===== config.mk =====
export PLATFORM = sky130hd
export DESIGN_NAME = float_add_seq
export DESIGN_NICKNAME = d
export VERILOG_FILES = /design/src/rtl/float_add_seq.sv
export SDC_FILE = /design/constraint.sdc
export NUM_CORES = 1
export LEC_CHECK = 0
export ABC_AREA = 1
export CAP_MARGIN = 15
export CELL_PAD_IN_SITES_DETAIL_PLACEMENT = 1
export CELL_PAD_IN_SITES_GLOBAL_PLACEMENT = 1
export CORE_MARGIN = 4
export CORE_UTILIZATION = 47
export CTS_BUF_LIST = sky130_fd_sc_hd__clkbuf_4
export DETAILED_ROUTE_END_ITERATION = 8
export DONT_BUFFER_PORTS = 1
export PLACE_DENSITY = 0.9
export SETUP_SLACK_MARGIN = 0.1
export SLEW_MARGIN = 10
export SYNTH_ARGS = -nofsm -noshare
export SYNTH_HDL_FRONTEND = slang
export SYNTH_SLANG_ARGS = --single-unit
export TNS_END_PERCENT = 100

===== constraint.sdc =====
create_clock -name clk -period 9.4 [get_ports clk]
set_clock_uncertainty 0.2 [all_clocks]
set_input_delay 0.94 -clock clk [delete_from_list [all_inputs] [get_ports clk]]
set_output_delay 0.94 -clock clk [all_outputs]
set_load 0.01 [all_outputs]

===== src/rtl/float_add_seq.sv =====
// -----------------------------------------------------------------------------
// float_add_seq
//
// Multi-cycle single-precision floating-point adder. It sits downstream of the
// combinational multiplier in the atanh CORDIC datapath and combines products.
// The number format is a simplified IEEE-754 subset:
//   - no denormals, NaN or infinity inputs
//   - an exponent field of 0 means zero
//   - rounding is by truncation
// Normalisation shifts one bit per cycle, so the latency depends on the data.
//
// Ports
//   clk        rising-edge clock
//   rst        asynchronous, active-high reset
//   a, b       operands, sampled on the edge where in_valid && in_ready
//   in_valid   operands valid
//   in_ready   block can accept operands (high only in IDLE)
//   result     registered sum, valid while out_valid is high
//   out_valid  result available (high only in DONE)
//   out_ready  consumer accepts result
//
// Flow: IDLE -> ALIGN -> ADD -> (NORM)* -> DONE -> IDLE.
// At most one operation is in flight at a time.
// -----------------------------------------------------------------------------
module float_add_seq (
  input  logic        clk,
  input  logic        rst,
  input  logic [31:0] a,
  input  logic [31:0] b,
  input  logic        in_valid,
  output logic        in_ready,
  output logic [31:0] result,
  output logic        out_valid,
  input  logic        out_ready
);

  localparam logic [2:0] S_IDLE  = 3'd0;
  localparam logic [2:0] S_ALIGN = 3'd1;
  localparam logic [2:0] S_ADD   = 3'd2;
  localparam logic [2:0] S_NORM  = 3'd3;
  localparam logic [2:0] S_DONE  = 3'd4;

  logic [2:0]  state;

  // Latched operands
  logic [31:0] op_a;
  logic [31:0] op_b;

  // Aligned operands: X has the larger magnitude
  logic        sign_x;
  logic        sign_y;
  logic [23:0] mant_x;
  logic [23:0] mant_y;

  // Working exponent. It is one bit wider than the field so that the
  // increment on carry cannot wrap.
  logic [8:0]  exp_w;

  // Working sum (used in NORM) and result sign
  logic [24:0] sum;
  logic        res_sign;

  // ---------------------------------------------------------------------------
  // Operand decode and alignment (used in ALIGN)
  // ---------------------------------------------------------------------------
  logic [7:0]  exp_a;
  logic [7:0]  exp_b;
  logic [23:0] mant_a;
  logic [23:0] mant_b;
  logic        a_is_x;

  assign exp_a  = op_a[30:23];
  assign exp_b  = op_b[30:23];
  // The hidden bit is present only for non-zero exponents.
  assign mant_a = (exp_a == 8'd0) ? 24'd0 : {1'b1, op_a[22:0]};
  assign mant_b = (exp_b == 8'd0) ? 24'd0 : {1'b1, op_b[22:0]};

  // Magnitude compare: exponent first, then mantissa. A full tie keeps a as X.
  assign a_is_x = (exp_a > exp_b) ||
                  ((exp_a == exp_b) && (mant_a >= mant_b));

  logic        al_sign_x;
  logic        al_sign_y;
  logic [7:0]  al_exp_x;
  logic [7:0]  al_exp_y;
  logic [23:0] al_mant_x;
  logic [23:0] al_mant_y;
  logic [7:0]  al_diff;
  logic [23:0] al_mant_y_sh;

  // NOTE: every signal assigned in this always_comb gets a default value
  // first. A path that left one unassigned would infer a latch.
  always_comb begin
    al_sign_x = op_a[31];
    al_sign_y = op_b[31];
    al_exp_x  = exp_a;
    al_exp_y  = exp_b;
    al_mant_x = mant_a;
    al_mant_y = mant_b;
    if (!a_is_x) begin
      al_sign_x = op_b[31];
      al_sign_y = op_a[31];
      al_exp_x  = exp_b;
      al_exp_y  = exp_a;
      al_mant_x = mant_b;
      al_mant_y = mant_a;
    end
  end

  // The difference is never negative because X was chosen as the larger
  // exponent. A shift of 25 or more leaves nothing of a 24-bit mantissa.
  assign al_diff      = al_exp_x - al_exp_y;
  assign al_mant_y_sh = (al_diff >= 8'd25) ? 24'd0 : (al_mant_y >> al_diff);

  // ---------------------------------------------------------------------------
  // Add/subtract (used in ADD)
  // ---------------------------------------------------------------------------
  logic [24:0] add_sum;
  logic [8:0]  add_exp_inc;

  // X >= Y in magnitude, so subtraction never goes negative.
  assign add_sum     = (sign_x == sign_y) ? ({1'b0, mant_x} + {1'b0, mant_y})
                                          : ({1'b0, mant_x} - {1'b0, mant_y});
  assign add_exp_inc = exp_w + 9'd1;

  // ---------------------------------------------------------------------------
  // Normalise step (used in NORM): one left shift per cycle
  // ---------------------------------------------------------------------------
  logic [24:0] norm_sum;
  logic [8:0]  norm_exp;

  assign norm_sum = {sum[23:0], 1'b0};
  assign norm_exp = exp_w - 9'd1;

  // ---------------------------------------------------------------------------
  // Handshake outputs come straight from the state register, so there is no
  // combinational path from the inputs.
  // ---------------------------------------------------------------------------
  assign in_ready  = (state == S_IDLE);
  assign out_valid = (state == S_DONE);

  // ---------------------------------------------------------------------------
  // Sequential control and datapath
  // ---------------------------------------------------------------------------
  // NOTE: state is updated with non-blocking assignments only. All registers
  // then see values from before the edge, whatever the statement order.
  always_ff @(posedge clk or posedge rst) begin
    if (rst) begin
      state    <= S_IDLE;
      op_a     <= 32'd0;
      op_b     <= 32'd0;
      sign_x   <= 1'b0;
      sign_y   <= 1'b0;
      mant_x   <= 24'd0;
      mant_y   <= 24'd0;
      exp_w    <= 9'd0;
      sum      <= 25'd0;
      res_sign <= 1'b0;
      result   <= 32'd0;
    end else begin
      case (state)
        S_IDLE: begin
          if (in_valid) begin
            op_a  <= a;
            op_b  <= b;
            state <= S_ALIGN;
          end
        end

        S_ALIGN: begin
          sign_x <= al_sign_x;
          sign_y <= al_sign_y;
          mant_x <= al_mant_x;
          mant_y <= al_mant_y_sh;
          exp_w  <= {1'b0, al_exp_x};
          state  <= S_ADD;
        end

        S_ADD: begin
          res_sign <= sign_x;
          if (add_sum == 25'd0) begin
            // Exact cancellation always gives +0.
            result <= 32'h0000_0000;
            state  <= S_DONE;
          end else if (add_sum[24]) begin
            // Carry out: shift right once. The dropped LSB is truncated.
            exp_w <= add_exp_inc;
            if (add_exp_inc == 9'd255)
              result <= {sign_x, 8'hFF, 23'd0};
            else
              result <= {sign_x, add_exp_inc[7:0], add_sum[23:1]};
            state <= S_DONE;
          end else if (add_sum[23]) begin
            result <= {sign_x, exp_w[7:0], add_sum[22:0]};
            state  <= S_DONE;
          end else begin
            sum   <= add_sum;
            state <= S_NORM;
          end
        end

        S_NORM: begin
          if (norm_exp == 9'd0) begin
            // Exponent underflow: no denormals, so flush to +0.
            result <= 32'h0000_0000;
            state  <= S_DONE;
          end else if (norm_sum[23]) begin
            result <= {res_sign, norm_exp[7:0], norm_sum[22:0]};
            state  <= S_DONE;
          end else begin
            sum   <= norm_sum;
            exp_w <= norm_exp;
          end
        end

        S_DONE: begin
          // result holds steady until the consumer takes it.
          if (out_ready)
            state <= S_IDLE;
        end

        default: state <= S_IDLE;
      endcase
    end
  end

endmodule


* Word-level counts from Yosys, hierarchy flattened
Index checks and enable logic that the tools add are counted.
** Operators by class
- $add $sub $neg :: 5
- Multipliers :: 0
- Div/mod/pow operators :: 0
- Magnitude comparators :: 3
- Equal/unequal tests :: 17
- Shift operators :: 1
- Multiplexer cells :: 36
- Bitwise gates (word level) :: 0
- Reductions and logical operators :: 15
** Operators by type and width (count)
- 2-to-1 mux 32 bit :: 5
- 2-to-1 mux 24 bit :: 5
- 2-to-1 mux 23 bit :: 5
- case mux 32 bit (2 select lines) :: 1
- case mux 23 bit (2 select lines) :: 1
- 2-to-1 mux 9 bit :: 4
- 2-to-1 mux 31 bit :: 1
- case mux 9 bit (3 select lines) :: 1
- adder 24 x 24 -> 25 bit :: 1
- zero test 25 bit :: 1
- 2-to-1 mux 25 bit :: 1
- subtractor 24 x 24 -> 25 bit :: 1
- >= comparator 24 bit :: 1
- >> shifter 24 x 8 -> 24 bit :: 1
- 2-to-1 mux 3 bit :: 7
- zero test 8 bit :: 2
- 2-to-1 mux 8 bit :: 2
- case mux 3 bit (5 select lines) :: 1
- inequality test 2 bit (second input constant) :: 7
- AND reduction 5 bit :: 2
- adder 9 x 1 -> 9 bit (second input constant) :: 1
- equality test 9 x 8 -> 1 bit (second input constant) :: 1
- zero test 9 bit :: 1
- subtractor 9 x 1 -> 9 bit (second input constant) :: 1
- other kinds (20) :: 23
** Storage, ports and cells
- Bits in registers :: 182
- Bits in latches :: 0
- Bits in writable memories :: 0
- ROM bits :: 0
- Bits of input ports :: 68
- Memories kept :: 0

* Depth between registers and ports, before layout
Gate-level depths: netlist of run 1.
- Depth in word-level cells :: 9
- Gate-level depth with buffers :: 36

* Least setup slack after synthesis of run 1
No wires, ideal clock.
- Path kind :: register -> register
- From :: register mant_y[2]
- To :: register result[1]
- Setup time :: 0.117 ns
- Data arrival time :: 4.205 ns
- Data required time :: 9.083 ns
- Setup slack :: 4.878 ns
- Stages on the path, launching flop included :: 33
- Cells stage by stage :: dfrtp_1 -> nor4_1 -> nand2_1 -> nor3_1 -> inv_1 -> nor3_1 -> inv_1 -> nor3_1 -> inv_1 -> nor3_1 -> nand2_1 -> nor2_1 -> nand3_1 -> nor2_1 -> inv_1 -> nand2_1 -> xor2_1 -> ha_1 -> a21oi_1 -> inv_1 -> a21oi_1 -> nor2_1 -> nor3b_1 -> a21oi_1 -> or2_1 -> nand2_1 -> buf_2 -> clkbuf_1 -> o21ai_0 -> o21ai_0 -> o22ai_1 -> nand2_1 -> nand2_1
** On the way
- Cells in the longest elaborated chain, start to end :: 6
- Elaborated cells between the ends (all ways) :: 10
- Those cells by class :: add/sub (2); eq/ne (1); mux (5); reduce/logical (2)
** RTL lines
- start: declaration :: RTL line 53 : logic [23:0] mant_y;
- start signal: assignment :: RTL line 174 : mant_y <= al_mant_y_sh;
- subtractor 24 x 24 -> 25 bit / adder 24 x 24 -> 25 bit (equally long branches) :: RTL line 123, 122
- 2-to-1 mux 25 bit (*) :: RTL line 122 : assign add_sum = (sign_x == sign_y) ? ({1'b0, mant_x} + {1'b0, mant_y})
- branches (longest 4 deep; another with zero test 25 bit)
- end signal: assignment :: RTL line 189 : result <= {sign_x, 8'hFF, 23'd0};
- end signal: assignment :: RTL line 191 : result <= {sign_x, add_exp_inc[7:0], add_sum[23:1]};
- end signal: assignment :: RTL line 194 : result <= {sign_x, exp_w[7:0], add_sum[22:0]};
- end: declaration :: RTL line 32 : output logic [31:0] result,
Mark *: on every way between the ends.
A chain may end at the register's enable or synchronous reset.

* Worst setup path in the final report of run 1
- From :: register mant_y[2]
- To :: register result[22]
** On the way
- Cells in the longest elaborated chain, start to end :: 6
- Elaborated cells between the ends (all ways) :: 11
- Those cells by class :: add/sub (2); eq/ne (1); mux (6); reduce/logical (2)
** RTL lines (RTL line)
- subtractor 24 x 24 -> 25 bit / adder 24 x 24 -> 25 bit (equally long branches) :: 123, 122
- 2-to-1 mux 25 bit (*) :: 122
- branches (longest 4 deep; another with zero test 25 bit)
Mark *: on every way between the ends. The select of a mux whose other input is x is not followed.

==> impl_metrics.toml, run 1 <==
[outcome]
status = "finished with violations"
violations = "negative hold slack"

[setup_path]
critPathKind = "register to register"
slowest_stage = "nand2_2"
endpoint_kind = "register"
r2r-end = "result[22]"
cp.arrival_ns = 7.14
critical-path-max-stage-delay_ns = 0.53
path_max_fanout = 42
worstPathRequired_ns = 9.68
r2r-start = "mant_y[2]"
reg2reg_depth = 33
rrSetupSlack_ns = 2.54
critPathLaunchType = "register"

[clocking]
clk_latency_ns = 0.61
cts-resized-gates = 0
cts_root_buf = "clkbuf_4"
cts_hold_buffers = 0
htree_levels = 4
clkTransAtPathRegs_ns = 0.17
cts_tree = "done"
clock_sinks = 182
cts_setup_buffers = 0
clockBufferDepth = 2
cts_buffers = 17

[global_route]
grt_pass1_wl_mm = 67.5
grt_pass1_vias = 13000
grt_max_degree = 106
overflow = 0
grt_use_total_pct = 26.5
antenna_found_initial = 1

[timing]
fin_crit_ns = 6.86
period_share_pct = 73.0
tightest_slew_ns = 1.04
hold_violations = 3
slew_violations = 0
max_slew_margin_pct = 30.8
fin_setup_tns_ns = 0
rsz0062_at_grt = "false"
max_freq_mhz = 146
hold_slack_ns = -0.00808
finalSetupViolCount = 0

[layout]
fillers = 3595
drive_gt1_share_pct = 5.10
final_common_cell = "nand2_1"
layout_common_cells = "nand2_1, inv_1, dfrtp_1, o21ai_0, nor2_1"
syn2layout_area_growth_pct = 3.57
fin_nets = 1940

[synthesis]
synth_compound_area_share_pct = 15.9
yosysTopAreaCellShare_pct = 34.7
synth_ff_type = "dfrtp_1"
ys_seq_area_share_pct = 34.7
postSynthCellCount = 1870
yosys.area_share.xor_xnor_pct = 3.54
synth_seq_cells = 182
async_flop_share_pct = 100
syn_nets = 2001
synth_simple_gate_area_share_pct = 29.2
synth_largest_area_cell = "dfrtp_1"
synth_area_um2 = 13100
synthMuxAreaShare_pct = 1.98
synth_fa_ha_area_share_pct = 6.07
synth_top_family_by_area = "simple AND/OR/NAND/NOR gates"
synth-edff-count = 0
ys_types = 47
avgSynthCellArea_um2 = 7.01
synthTopCellsByArea = "dfrtp_1, nand2_1, o21ai_0"
yosysWarnings = 0

[routing]
viasPerCell = 5.78
drc = 0
vias = 12700
first_pass_iters = 6
drtIter0Drc = 961
wl_per_cell_um = 18.4
drt-total-wl_mm = 40.3
antenna_left = 0

[placed_design]
hpwl_mm = 31.0
port_buffers = 0
routabilityCongestion = 0.965

[die]
start_util_pct = 48.2
core.rowCount = 60
die_w_um = 175
die_area_um2 = 30600
core_um2 = 27200
die_height_um = 175
ioPinCount = 102

[run]
drv_cap = 0

[hold_path]
hold_class = "input port to async pin"
cells in the mapped netlist (16+ instances only):
cell / n
a21oi_1: 89
buf_2: 16
clkbuf_1: 62
dfrtp_1: 182
ha_1: 62
inv_1: 188
mux2_2: 23
nand2_1: 495
nand3_1: 146
nand4_1: 54
nor2_1: 149
nor3_1: 22
o21a_1: 24
o21ai_0: 173
o221ai_1: 30
o22ai_1: 24
xnor2_1: 16
xor2_1: 37
worst max path at each step:
stage	from	endpoint	slack, ns	cells after the start
finish	mant_y[2]	result[22]	2.54	33
global route	mant_y[4]	result[17]	1.83	33
CTS	mant_y[4]	result[22]	2.58	33
detailed placement	mant_y[2]	result[22]	2.67	33
global placement	mant_y[2]	result[23]	3.19	33
floorplan	rst	exp_w[0]	3.32	1
kinds of logic after synthesis:
group                    after synthesis
AND/OR/NAND/NOR                      895
flip-flops                           182
multiplexers                          23
AO/OA/AOI/OAI                        368
XOR/XNOR                              53
adder cells (fa/ha/maj)               63
buffers and inverters                286
per-layer routing:
layer,GRT usage (%),part of all wire (%)
met1,35.5,46
met2,45.2,48
met3,3.89,4.2
met4,6.38,1.9
met5,0,0
worst max-delay path, delay by kind of cell, from the launching register on:
family,cells,cell delay [ns]
buf+inv,8,1.35
xor+xnor,1,0.16
flops,1,0.47
fa+ha+maj,1,0.32
simple gates,20,3.79
compound gates,3,0.44
flip-flops by register name (all words and copies together), names as in the netlist:
| signal | flops |
|---|---|
| exp_w | 9 |
| mant_x | 24 |
| mant_y | 24 |
| op_a | 32 |
| op_b | 32 |
| res_sign | 1 |
| result | 32 |
| sign_x | 1 |
| sign_y | 1 |
| state | 3 |
| sum | 23 |
layout make-up:
type | instances | area, µm² | share of cell area [%]
tap | 372 | 465 | 3.43
antenna | 1 | 2.50 | 0.0184
multi-input combinational | 1402 | 7470 | 55.0
timing repair buffer | 11 | 82.6 | 0.608
sequential | 182 | 4550 | 33.5
inverter | 195 | 737 | 5.43
clock buffer | 19 | 143 | 1.05
clock inverter | 13 | 126 | 0.931
stage by stage:
stage	cell area [µm²]	setup slack, ns	util, %	hold slack [ns]	instances
floorplan	13100	3.32	-	0.253	1870
global placement	13300	3.19	49.0	0.270	2162
detailed placement	13300	2.67	49.0	0.286	2162
CTS	13600	2.58	50.0	0.00698	2194
global route	13600	1.83	50.0	-0.00486	2195
finish	13600	2.54	50.0	-0.00808	2195
Power of run 1 is not shown: default switching activity piles up to over one toggle a cycle in this logic, so the estimate is an artifact.
==> inputs of run 2 (changes only) <==
==> constraint.sdc (replaced) <==
create_clock -name clk -period 7.1 [get_ports clk]
set_clock_uncertainty 0.2 [all_clocks]
set_input_delay 0.71 -clock clk [delete_from_list [all_inputs] [get_ports clk]]
set_output_delay 0.71 -clock clk [all_outputs]
set_load 0.01 [all_outputs]
==> impl_metrics.toml, run 2 (synthesis gave the netlist of run 1 again) <==
[clocking]
cts_buffers = 17
cts_root_buf = "clkbuf_4"
clk_latency_ns = 0.64
clockBufferDepth = 2
htree_levels = 4
clkTransAtPathRegs_ns = 0.18
cts_tree = "done"
clock_sinks = 182

[outcome]
status = "completed"

[timing]
slew_violations = 0
fin_crit_ns = 6.36
max_freq_mhz = 157
tightest_slew_ns = 0.988
finalSetupViolCount = 0
max_slew_margin_pct = 34.1
fin_setup_tns_ns = 0
period_share_pct = 89.6
hold_violations = 0
rsz0062_at_grt = "false"

[placed_design]
port_buffers = 0
routabilityCongestion = 0.901
hpwl_mm = 31.4

[setup_path]
endpoint_kind = "register"
worstPathRequired_ns = 7.48
r2r-end = "mant_y[6]"
r2r-start = "op_b[29]"
critPathKind = "register to register"
rrSetupSlack_ns = 0.74
cp.arrival_ns = 6.73
critical-path-max-stage-delay_ns = 0.50
critPathLaunchType = "register"
path_max_fanout = 62
cp_common_cell = "nand2_1"
reg2reg_depth = 32
slowest_stage = "nand2_4"

[routing]
vias = 13000
first_pass_iters = 6
drtIter0Drc = 943
drc = 0
drt-total-wl_mm = 42.8
viasPerCell = 5.81
antenna_left = 0
wl_per_cell_um = 19.2

[run]
drv_cap = 0

[layout]
multi_input_area_um2 = 7470
fillers = 3592
fin_nets = 1979
regArea_um2 = 4550
layout_common_cells = "nand2_1, inv_1, dfrtp_1, o21ai_0, nor2_1"
top_regs = "op_a x32, op_b x32, result x32"
syn2layout_area_growth_pct = 6.48
drive_gt1_share_pct = 5.22
final_common_cell = "nand2_1"

[global_route]
overflow = 0
grt_pass1_vias = 13100
grt_pass1_wl_mm = 69.0
antenna_found_initial = 1
grt_max_degree = 98
grt_use_total_pct = 27.3

[die]
core_um2 = 27200
start_util_pct = 48.2
core.rowCount = 60
die_area_um2 = 30600
die_w_um = 175
ioPinCount = 102
die_height_um = 175

[hold_path]
hold_start = "b[30]"
min_path_cells = 2
holdPathEnd = "op_b[30]"
hold_class = "input port to register"
[run 2: cell count changes in the layout (fill, tap and decap cells not counted)]
cell,before,now
dlygate4sd3_1,0,36
clkinv_4,6,1
buf_4,11,14
clkinvlp_4,0,3
inv_6,2,5
clkinv_1,4,2
clkinv_2,1,2
inv_2,5,4
[run 2: timing repair]
item	CTS	global route
setup endpoints to repair	0	32
setup buffers	0	0
endpoints found under the hold margin	77	14
resized for setup	0	3
hold buffers	22	14
[run 2: worst max path at each step]
stage,to,from,slack (ns)
2_1_floorplan,exp_w[0],rst,1.25
3_3_place_gp,result[25],mant_y[2],1.18
3_5_place_dp,result[22],mant_y[2],0.82
4_1_cts,result[22],mant_y[2],0.69
5_1_grt,result[20],mant_y[2],0.12
6_report,mant_y[6],op_b[29],0.74
[run 2: layout make-up]
| type | count | area share, % |
|---|---|---|
| Multi-Input combinational cell | 1402 | 53.5 |
| Timing Repair Buffer | 50 | 3.33 |
| Sequential cell | 182 | 32.6 |
| Clock inverter | 12 | 0.860 |
| Antenna cell | 1 | 0.0179 |
| Tap cell | 372 | 3.33 |
| Inverter | 195 | 5.32 |
| Clock buffer | 19 | 1.02 |
[run 2: worst max-delay path: cells and delay by family, from the launching register on]
kind | cells | cell delay [ns]
adder cells (fa/ha/maj) | 2 | 0.43
buffers and inverters | 5 | 1.04
AO/OA/AOI/OAI | 1 | 0.19
flip-flops | 1 | 0.42
AND/OR/NAND/NOR | 24 | 3.97
[run 2: through the flow]
step | std cells | area, µm² | utilization [%] | worst slack [ns] | hold WS (ns)
finish | 2233 | 14000 | 51.4 | 0.742 | 0.0211
global placement | 2165 | 13300 | 49.0 | 1.18 | 0.274
detailed placement | 2165 | 13300 | 49.0 | 0.821 | 0.294
CTS | 2218 | 13800 | 50.8 | 0.694 | 0.000235
global route | 2233 | 14000 | 51.4 | 0.116 | 0.00249
floorplan | 1870 | 13100 | - | 1.25 | 0.253
[run 2: per-layer routing]
metal / GRT usage (%) / up-vias / wire [µm] / share of wire (%)
li1: - / 6200 / - / -
met1: 36.5 / 6455 / 19200 / 45
met4: 5.76 / 0 / 682 / 1.6
met5: 0 / - / 0 / 0
met2: 47.6 / 279 / 21300 / 50
met3: 3.68 / 47 / 1650 / 3.9
Power of run 2 is left out for the same reason.
